`src/rtl/lwe_encrypt_row.sv`:
```
// lwe_encrypt_row: one LWE ciphertext component, the masked subset-sum of a key row plus scaled plaintext on the last row.
// Optional registered output: define ENCRYPT_REG_OUT_EN.
module lwe_encrypt_row #(
    parameter int PLAINTEXT_MODULUS  = 64,
    parameter int PLAINTEXT_WIDTH    = 6,
    parameter int DIMENSION          = 1,
    parameter int CIPHERTEXT_MODULUS = 1024,
    parameter int CIPHERTEXT_WIDTH   = 21,
    parameter int BIG_N              = 30
) (
    input  logic                        clk,
    input  logic                        rst_n,
    input  logic [PLAINTEXT_WIDTH-1:0]  plaintext,
    input  logic [CIPHERTEXT_WIDTH-1:0] publickey_row [BIG_N-1:0],
    input  logic [BIG_N-1:0]            noise_select,
    input  logic [DIMENSION:0]          row,
    output logic [CIPHERTEXT_WIDTH-1:0] ciphertext
);

    localparam int CW     = CIPHERTEXT_WIDTH;
    localparam int LVLS   = (BIG_N > 1) ? $clog2(BIG_N) : 0;
    localparam int LEAVES = 1 << LVLS;
    localparam int SHIFT  =
        $clog2(CIPHERTEXT_MODULUS / PLAINTEXT_MODULUS);
    localparam logic [DIMENSION:0] LAST_ROW =
        (DIMENSION + 1)'(DIMENSION);

    logic [CW-1:0] subset_sum;
    logic [CW-1:0] pt_term;
    logic [CW-1:0] ciphertext_d;

    // Balanced tree; leaves past BIG_N are padded with zero.
    for (genvar l = 0; l <= LVLS; l++) begin : g_lvl
        localparam int NODES = LEAVES >> l;
        logic [CW-1:0] sum [NODES];
        if (l == 0) begin : g_leaf
            for (genvar i = 0; i < NODES; i++) begin : g_in
                if (i < BIG_N) begin : g_key
                    assign sum[i] = noise_select[i]
                                  ? publickey_row[i] : '0;
                end else begin : g_pad
                    assign sum[i] = '0;
                end
            end
        end else begin : g_add
            for (genvar i = 0; i < NODES; i++) begin : g_node
                assign sum[i] = g_lvl[l-1].sum[2*i]
                              + g_lvl[l-1].sum[2*i+1];
            end
        end
    end

    assign subset_sum = g_lvl[LVLS].sum[0];

    always_comb begin
        pt_term = '0;
        if (row == LAST_ROW) begin
            pt_term = CW'(plaintext) << SHIFT;
        end
        ciphertext_d = subset_sum + pt_term;
    end

`ifdef ENCRYPT_REG_OUT_EN
    logic [CW-1:0] ciphertext_q;

    always_ff @(posedge clk or negedge rst_n) begin
        if (!rst_n) begin
            ciphertext_q <= '0;
        end else begin
            ciphertext_q <= ciphertext_d;
        end
    end

    assign ciphertext = ciphertext_q;
`else
    logic unused_clk_rst;

    assign unused_clk_rst = clk ^ rst_n;
    assign ciphertext     = ciphertext_d;
`endif

endmodule

```
`config.mk`:
```
export PLATFORM = sky130hd
export DESIGN_NAME = lwe_encrypt_row
export DESIGN_NICKNAME = d
export VERILOG_FILES = /design/src/rtl/lwe_encrypt_row.sv
export SDC_FILE = /design/constraint.sdc
export NUM_CORES = 1
export LEC_CHECK = 0
export BUFFER_PORTS_ARGS = -buffer_cell sky130_fd_sc_hd__buf_2
export CORE_AREA = 2 2 268 270
export DETAILED_ROUTE_END_ITERATION = 6
export DIE_AREA = 0 0 270 272
export PLACE_DENSITY = 0.53
export SETUP_SLACK_MARGIN = 0.3
export SLEW_MARGIN = 20
export SYNTH_ARGS = -nofsm -noshare
export SYNTH_HDL_FRONTEND = slang
export SYNTH_SLANG_ARGS = --single-unit
```
`constraint.sdc`:
```
create_clock -name vclk -period 12
set_clock_uncertainty 0.15 [all_clocks]
set_input_delay 1.2 -clock vclk [all_inputs]
set_output_delay 1.2 -clock vclk [all_outputs]
set_load 0.005 [all_outputs]
```
### Word level (Yosys, flattened, before mapping)

Index checks and enable logic that the tools add are counted.

| word-level totals | value |
|---|---|
| flip-flop bits (word level) | 0 |
| output and inout bits | 21 |

| operators by class | value |
|---|---|
| $add $sub $neg | 30 |
| equal/unequal tests | 1 |
| multiplexer cells | 31 |

Operators with widths:

| kind | number |
|---|---|
| 21-bit two-way mux | 30 |
| 21-bit adder | 29 |
| 21-bit by 10-bit adder with 21-bit output | 1 |
| 10-bit two-way mux | 1 |
| 2-bit by 1-bit equality test with 1-bit output (second input constant) | 1 |

### Depth between registers and ports, before layout

Gate-level depths: netlist of the first run.

| logic depth | value |
|---|---|
| depth after elaboration | 7 |
| gate-level depth with buffers | 27 |
| gate-level depth less buffers | 26 |

### Worst setup path before layout of the first run

No wires, ideal clock.

| timing path | value |
|---|---|
| path kind | input to output |
| start point | input port noise_select[6] |
| end point | output port ciphertext[19] |
| arrival time | 7505 ps |
| data required time | 10650 ps |
| path slack | 3145 ps |
| stages | 26 |
| path buffers | 1 |
| path through | clkbuf_1 > nand2_1 > fa_1 > inv_1 > fa_1 > inv_1 > fa_1 > inv_1 > fa_1 > inv_1 > fa_1 > fa_1 > fa_1 > fa_1 > inv_1 > ha_1 > inv_1 > fa_1 > nand2b_1 > a21boi_0 > o21ai_0 > a21o_1 > nand2_1 > a221o_1 > a21oi_1 > xnor2_1 |

| between the ends | value |
|---|---|
| longest elaborated chain between the ends | 7 |

Ends and longest elaborated chain:

| element | line | RTL |
|---|---|---|
| start, declared | 15 | `input logic [BIG_N-1:0] noise_select,` |
| 21-bit two-way mux | 40 | `? publickey_row[i] : '0;` |
| 21-bit adder (5 in a row) | 48 | `+ g_lvl[l-1].sum[2*i+1];` |
| 21-bit by 10-bit adder with 21-bit output | 60 | `ciphertext_d = subset_sum + pt_term;` |
| end, declared | 17 | `output logic [CIPHERTEXT_WIDTH-1:0] ciphertext` |

No other way between the ends.

### Worst setup path in the final report of the first run

| timing path | value |
|---|---|
| start point | input port noise_select[7] |
| end point | output port ciphertext[15] |

The elaborated chain is that of the path after synthesis.

==> results.cfg, run 1 <==
[status]
status = finished, final reports clean

[floorplanning]
die_area_um2 = 73400
core.rowCount = 98
fp.coreArea_um2 = 70800
die_h_um = 272
fp.dieW_um = 270
boundaryPins = 691
start_util_pct = 24.2

[logic_synthesis]
syn_nets = 3182
synth_fa_ha_area_share_pct = 66.5
synth_top_family_by_area = adder cells
syn-cell-area_um2 = 17100
ys_types = 23
synth-compound-area-share_pct = 0.985
synth_area_leaders = fa_1 63%, nand2_1 12%, inv_1 11%, and2_1 3.6%, ha_1 3.4%
netlist_instances = 1925
synth_simple_gate_area_share_pct = 16.0
syn_avg_cell_area_um2 = 8.91
synth_top_area_share_pct = 63.2
synth_commonest_cells = 546 x nand2_1, 541 x fa_1, 519 x inv_1, 99 x and2_1, 62 x xnor2_1
synth_mux_area_share_pct = 0
synth_xor_area_share_pct = 3.78
synth-seq-area-share_pct = 0
synth_top_area_cell = fa_1
ys.warnings.count = 0
synth_most_common_cell = nand2_1

[timing]
drv_slew = 0
worstMarginPinSlew_ps = 778
fin_crit_ps = 10230
setup_viol = 0
period_share_pct = 85.2
slew_headroom_pct = 48.1
finalHoldWorstSlack_ps = 3140
setup_tns_ps = 0
finalHoldViolCount = 0
fmax_mhz = 97.8
rsz0062_at_grt = false

[place]
placedCellCount = 3508
port_buffers = 689
dp.final_hpwl_mm = 68.6
gp_congestion = 0.893

[critical_path]
crit_end = ciphertext[15]
cpLargestDelayFamily = adder cells
crit_path_start = noise_select[7]
cp-end-kind = output pin
worst-path-buf-inv = 8
crit_slowest_cell = fa_1
crit_fanout = 21
cp.depth = 26
max_stage_delay_ps = 710
critical_path_class = input pin to output pin
cp_common_cell = fa_1
startpoint_type = input pin
arrival_ps = 8880
required_ps = 10650

[routing]
post-route-drc-count = 0
postRouteAntennaNets = 0
vias_per_cell = 4.06
dr.first_iter.drc_count = 526
vias = 14300
routedWlPerCell_um = 20.9
routed_wl_mm = 73.4
dr.pass1.iters = 5

[layout]
n_fill_cell = 7850
syn_to_final_growth_pct = 26.0
clock_buffers = 0
regArea_um2 = 0
final_cells = 3512
design.seq.count = 0
finalNetCount = 3817
utilization_pct = 30.5
layout-drive-gt1-share_pct = 27.1

[hold_path]
hp-class = input pin to output pin

[cts]
post_cts_buffers = 0
post_cts_resized = 0
ctsHoldBuffers = 0

[global_route]
antenna_found_initial = 15
gr-usage-all-layers_pct = 19.9
grt_max_degree = 22
grt-ovfl-total = 0
grt_pass1_vias = 15900
grt_pass1_wl_mm = 105

[run]
drv_cap = 0
worst min-delay path by stage:
stage                      startpoint            end  slack [ps]  cells after the start
floorplan           publickey_row[42]  ciphertext[0]        2870                      5
global placement    publickey_row[42]  ciphertext[0]        3140                      7
detailed placement  publickey_row[42]  ciphertext[0]        3130                      7
CTS                 publickey_row[42]  ciphertext[0]        3130                      7
global route        publickey_row[42]  ciphertext[0]        3200                      7
finish              publickey_row[21]  ciphertext[0]        3140                      7
routing by layer:
layer	wire length [µm]	share of wire (%)	global-route usage, %	vias to the layer above
met2	34100	46	32.6	505
met3	4580	6.2	3.68	64
met1	33100	45	27.7	7135
met5	90	0.12	0	-
met4	1540	2.1	3.61	14
li1	-	-	-	6558
cell usage in the layout (no fill, tap or decap):
| cell type | count |
|---|---|
| a21boi_0 | 2 |
| a21o_1 | 5 |
| a21oi_1 | 10 |
| a221o_1 | 1 |
| a221oi_1 | 1 |
| and2_1 | 99 |
| and3_1 | 1 |
| buf_2 | 689 |
| buf_4 | 4 |
| diode_2 | 4 |
| fa_1 | 541 |
| ha_1 | 46 |
| inv_1 | 519 |
| nand2_1 | 546 |
| nand2b_1 | 4 |
| nand3_1 | 3 |
| nor2_1 | 2 |
| nor2b_1 | 1 |
| nor3_1 | 1 |
| nor3b_2 | 1 |
| o211ai_1 | 1 |
| o21a_1 | 2 |
| o21ai_0 | 5 |
| xnor2_1 | 62 |
| xor2_1 | 12 |
worst min-delay path: stages:
cell,delay (ps)
buf_2,90
nand2_1,80
fa_1,160
inv_1,40
ha_1,290
ha_1,120
buf_2,110
logic make-up after synthesis:
kind of cell / after synthesis
fa+ha+maj: 587
compound gates: 27
xor+xnor: 74
simple gates: 658
buf+inv: 579
cell type report:
class / instances / area (µm²) / area share (%)
multi-input cells: 1346 / 15000 / 69.3
inverters: 519 / 1950 / 9.02
repair buffers: 693 / 3480 / 16.1
well taps: 950 / 1190 / 5.50
diodes: 4 / 10.0 / 0.0464
metrics by stage:
step | cell area (µm²) | setup WS, ps
finish | 21600 | 1770
CTS | 21600 | 1690
floorplan | 17100 | 3140
detailed placement | 21600 | 1750
global placement | 21600 | 1820
global route | 21600 | 1310
Power of run 1 is left out: the tool's default activity adds up to more than one toggle a clock period on the data nets, which glitch-free logic cannot reach.
==> run 2: changes to the inputs <==
Settings changed: CAP_MARGIN set to 0, CELL_PAD_IN_SITES_DETAIL_PLACEMENT set to 1, CELL_PAD_IN_SITES_GLOBAL_PLACEMENT set to 1, PLACE_DENSITY 0.53 to 0.66, SKIP_LAST_GASP set to 1.
==> run 2 against run 1 <==
  * Worst setup slack better by 40 ps
  * Highest routed layer unchanged
  * Maximum frequency is 0.39% higher
  * Die area unchanged
  * Via count up 2.8%
  * Worst hold slack better by 140 ps
  * Flip-flop and latch count unchanged
  * Critical path type unchanged
  * Utilization is essentially flat
  * First-iteration DRC count down 2.1%
  * Count of clock-buffer cells in the layout is the same
  * Sequential share of layout area did not move
  * Cell area is essentially flat
==> results.cfg, run 2 (synthesis gave the netlist of run 1 again) <==
[status]
status = finished, final reports clean

[layout]
layout-drive-gt1-share_pct = 27.1
layout_commonest_cell = buf_2
finalNetCount = 3815
final_cells = 3511
design.seq.count = 0
regArea_um2 = 0
syn_to_final_growth_pct = 25.9
fin_area_um2 = 21600
clock_buffers = 0
layout_common_cells = 689 x buf_2, 546 x nand2_1, 541 x fa_1, 519 x inv_1, 99 x and2_1

[critical_path]
arrival_ps = 8840
required_ps = 10650
critical_path_class = input pin to output pin
startpoint_type = input pin
crit_fanout = 21
cp-end-kind = output pin

[timing]
drv_slew = 0
slew_headroom_pct = 48.9
fin_crit_ps = 10190
setup_tns_ps = 0
rsz0062_at_grt = false
worstMarginPinSlew_ps = 767
fmax_mhz = 98.2
setup_viol = 0
period_share_pct = 84.9
finalHoldViolCount = 0

[routing]
vias = 14700
dr.first_iter.drc_count = 515
postRouteAntennaNets = 0
vias_per_cell = 4.18
post-route-drc-count = 0
routedWlPerCell_um = 21.4
routed_wl_mm = 75.2
dr.pass1.iters = 5

[floorplanning]
boundaryPins = 691
fp.coreArea_um2 = 70800
start_util_pct = 24.2
core.rowCount = 98
fp.dieW_um = 270
die_h_um = 272
die_area_um2 = 73400

[place]
port_buffers = 689
dp.final_hpwl_mm = 70.4
gp_congestion = 0.882
place_area_um2 = 21600
placedCellCount = 3506

[cts]
post_cts_buffers = 0
post_cts_resized = 0
ctsHoldBuffers = 0

[global_route]
gr-usage-all-layers_pct = 20.4
antenna_found_initial = 18
grt_max_degree = 22
grt-ovfl-total = 0
grt_pass1_vias = 16800
grt_pass1_wl_mm = 109

[hold_path]
hp-class = input pin to output pin

[run]
drv_cap = 0
==> run 2: cell count changes in the layout (fill, tap and decap cells not counted), sizes merged <==
cell,change
diode,+1
buf,-2
==> run 2: worst max-delay path, stage by stage <==
cell	delay, ps
buf_2	480
nand2_1	230
fa_1	560
inv_1	60
fa_1	700
inv_1	110
fa_1	540
inv_1	50
fa_1	500
inv_1	60
fa_1	630
fa_1	460
fa_1	470
fa_1	490
inv_1	40
ha_1	180
inv_1	80
fa_1	210
nand2b_1	110
a21boi_0	100
o21ai_0	340
a21o_1	270
nand2_1	130
a221o_1	350
a21oi_1	190
xnor2_1	140
buf_2	160
==> run 2: worst paths after layout <==
kind,startpoint,end,slack (ps),cells past startpoint
max,noise_select[7],ciphertext[19],1810,27
min,publickey_row[42],ciphertext[0],3270,7
==> run 2: final cells by class <==
class | instances | area [µm²]
inverters | 519 | 1950
repair buffers | 691 | 3460
diodes | 5 | 12.5
fillers | 8621 | 49200
well taps | 950 | 1190
multi-input cells | 1346 | 15000
==> run 2: layer usage <==
layer  part of all wire (%)  wire (µm)  GRT usage, %
met1                     46      34300          28.9
met2                     48      36400          34.6
met3                    4.8       3620          2.40
met4                   0.99        747          2.03
met5                   0.14        108             0
==> run 2: per-stage QoR <==
step | setup slack (ps) | hold WS, ps | utilization (%)
final | 1810 | 3270 | 30.5
after global routing | 1500 | 3330 | 30.5
after CTS | 1770 | 3290 | 30.5
after detailed placement | 1790 | 3280 | 30.5
after global placement | 1880 | 3250 | 30.5
after floorplan | 3140 | 2870 | -
Power of run 2 is left out for the same reason.
==> run 3: changes to the inputs <==
Settings changed: ABC_AREA set to 1, CORE_AREA 2 2 268 270 to 2 2 269 271, DIE_AREA 0 0 270 272 to 0 0 271 273, PLACE_DENSITY 0.66 to 0.7.
Clock period 12 ns to 8.75 ns, I/O delays scaled along.
==> run 3 against run 2 <==
  * Sequential share of layout area stayed put
  * Cell area is 10% higher
  * Non-clock buffer count is 107 higher
  * Via count is 13% higher
  * Flip-flop and latch count stayed put
  * Largest cell class unchanged
  * Utilization is 3.0 points higher
  * First-iteration DRC count is 25% higher
==> results.cfg, run 3 <==
[status]
status = finished, final reports clean

[logic_synthesis]
synth_commonest_cells = 763 x nand2_1, 665 x inv_1, 541 x fa_1, 60 x clkbuf_1, 46 x ha_1
synth-seq-area-share_pct = 0
syn_avg_cell_area_um2 = 8.06
synth_area_leaders = fa_1 61%, nand2_1 16%, inv_1 14%, ha_1 3.2%, clkbuf_1 1.3%
synth_top_area_share_pct = 60.9
synth_top_area_cell = fa_1
synth_most_common_cell = nand2_1
netlist_instances = 2208
syn-cell-area_um2 = 17800
syn_nets = 3465
ys_types = 26
ys.warnings.count = 0

[critical_path]
critical_path_class = input pin to output pin
crit_slowest_cell = fa_1
crit_fanout = 8
cp_common_cell = inv_1
cp-end-kind = output pin
max_stage_delay_ps = 640
startpoint_type = input pin
required_ps = 7730
arrival_ps = 7430

[timing]
finalHoldWorstSlack_ps = 2560
fmax_mhz = 118
fin_crit_ps = 8450
setup_tns_ps = 0
drv_slew = 0
setup_viol = 0
slew_headroom_pct = 67.3
finalHoldViolCount = 0
worstMarginPinSlew_ps = 491
rsz0062_at_grt = true
period_share_pct = 96.6
fin_ws_ps = 298

[floorplanning]
core.rowCount = 98
die_h_um = 273
start_util_pct = 25.1
fp.coreArea_um2 = 71000
fp.dieW_um = 271
boundaryPins = 691
die_area_um2 = 74000

[place]
port_buffers = 689
dp.final_hpwl_mm = 79.3
gp_congestion = 0.944
placedCellCount = 3868
dp_slack_ps = -199

[layout]
design.seq.count = 0
regArea_um2 = 0
syn_to_final_growth_pct = 33.9
multi_input_area_um2 = 15500
layout-drive-gt1-share_pct = 30.4
n_fill_cell = 8755
layout_commonest_cell = nand2_1
layout_common_cells = 742 x nand2_1, 663 x buf_2, 652 x inv_1, 511 x fa_1, 86 x buf_4
finalNetCount = 4205
clock_buffers = 0
final_cells = 3906

[run]
drv_cap = 0

[global_route]
grt_pass1_wl_mm = 121
antenna_found_initial = 29
grt_pass1_vias = 19100
gr-usage-all-layers_pct = 22.6
grt-ovfl-total = 0
grt_max_degree = 14

[hold_path]
hp-class = input pin to output pin

[routing]
vias = 16600
routedWlPerCell_um = 21.6
dr.pass1.iters = 5
vias_per_cell = 4.24
post-route-drc-count = 0
routed_wl_mm = 84.4
postRouteAntennaNets = 0
dr.first_iter.drc_count = 642
## run 3: kinds of logic (layout without fill, tap and decap cells)
group                    count (synthesis)  after routing  synth area share, %
AND/OR/NAND/NOR                        831            831                 18.0
buffers and inverters                  728           1466                 15.4
adder cells (fa/ha/maj)                587            587                 64.1
AO/OA/AOI/OAI                           32             32                 1.06
XOR/XNOR                                30             30                 1.48
other                                    0             10                    0
## run 3: cell type report
class | instances | area share (%)
multi-input cells | 1480 | 64.9
well taps | 950 | 4.99
diodes | 10 | 0.105
inverters | 668 | 10.5
repair buffers | 798 | 19.5
## run 3: critical path: cells and delay by family
family                   cells  cell delay, ps
AO/OA/AOI/OAI                3             380
buffers and inverters       12            1240
XOR/XNOR                     1             200
adder cells (fa/ha/maj)     10            4340
AND/OR/NAND/NOR              4             350
## run 3: repair_timing
item,in CTS,in global routing
resized for setup,93,83
setup endpoints to repair,9,9
setup buffers,14,14
hold buffers,0,0
pin swaps,36,72
## run 3: stage by stage
step	utilization (%)	instance area (µm²)
2_1_floorplan	-	17800
3_3_place_gp	32.3	22900
3_5_place_dp	32.3	22900
4_1_cts	32.9	23400
5_1_grt	33.5	23800
6_report	33.5	23800
## run 3: per-layer routing
| layer | global-route usage (%) | wire (µm) | vias up |
|---|---|---|---|
| met5 | 0 | 83 | - |
| met4 | 5.66 | 2720 | 14 |
| met3 | 3.33 | 4700 | 103 |
| met2 | 39.6 | 41300 | 581 |
| met1 | 29.1 | 35500 | 8324 |
| li1 | - | - | 7534 |
## run 3: final timing paths
| kind | start | endpoint | cells past startpoint |
|---|---|---|---|
| hold / removal | publickey_row[42] | ciphertext[0] | 7 |
| setup / recovery | noise_select[6] | ciphertext[19] | 30 |
Power of run 3 is left out for the same reason.
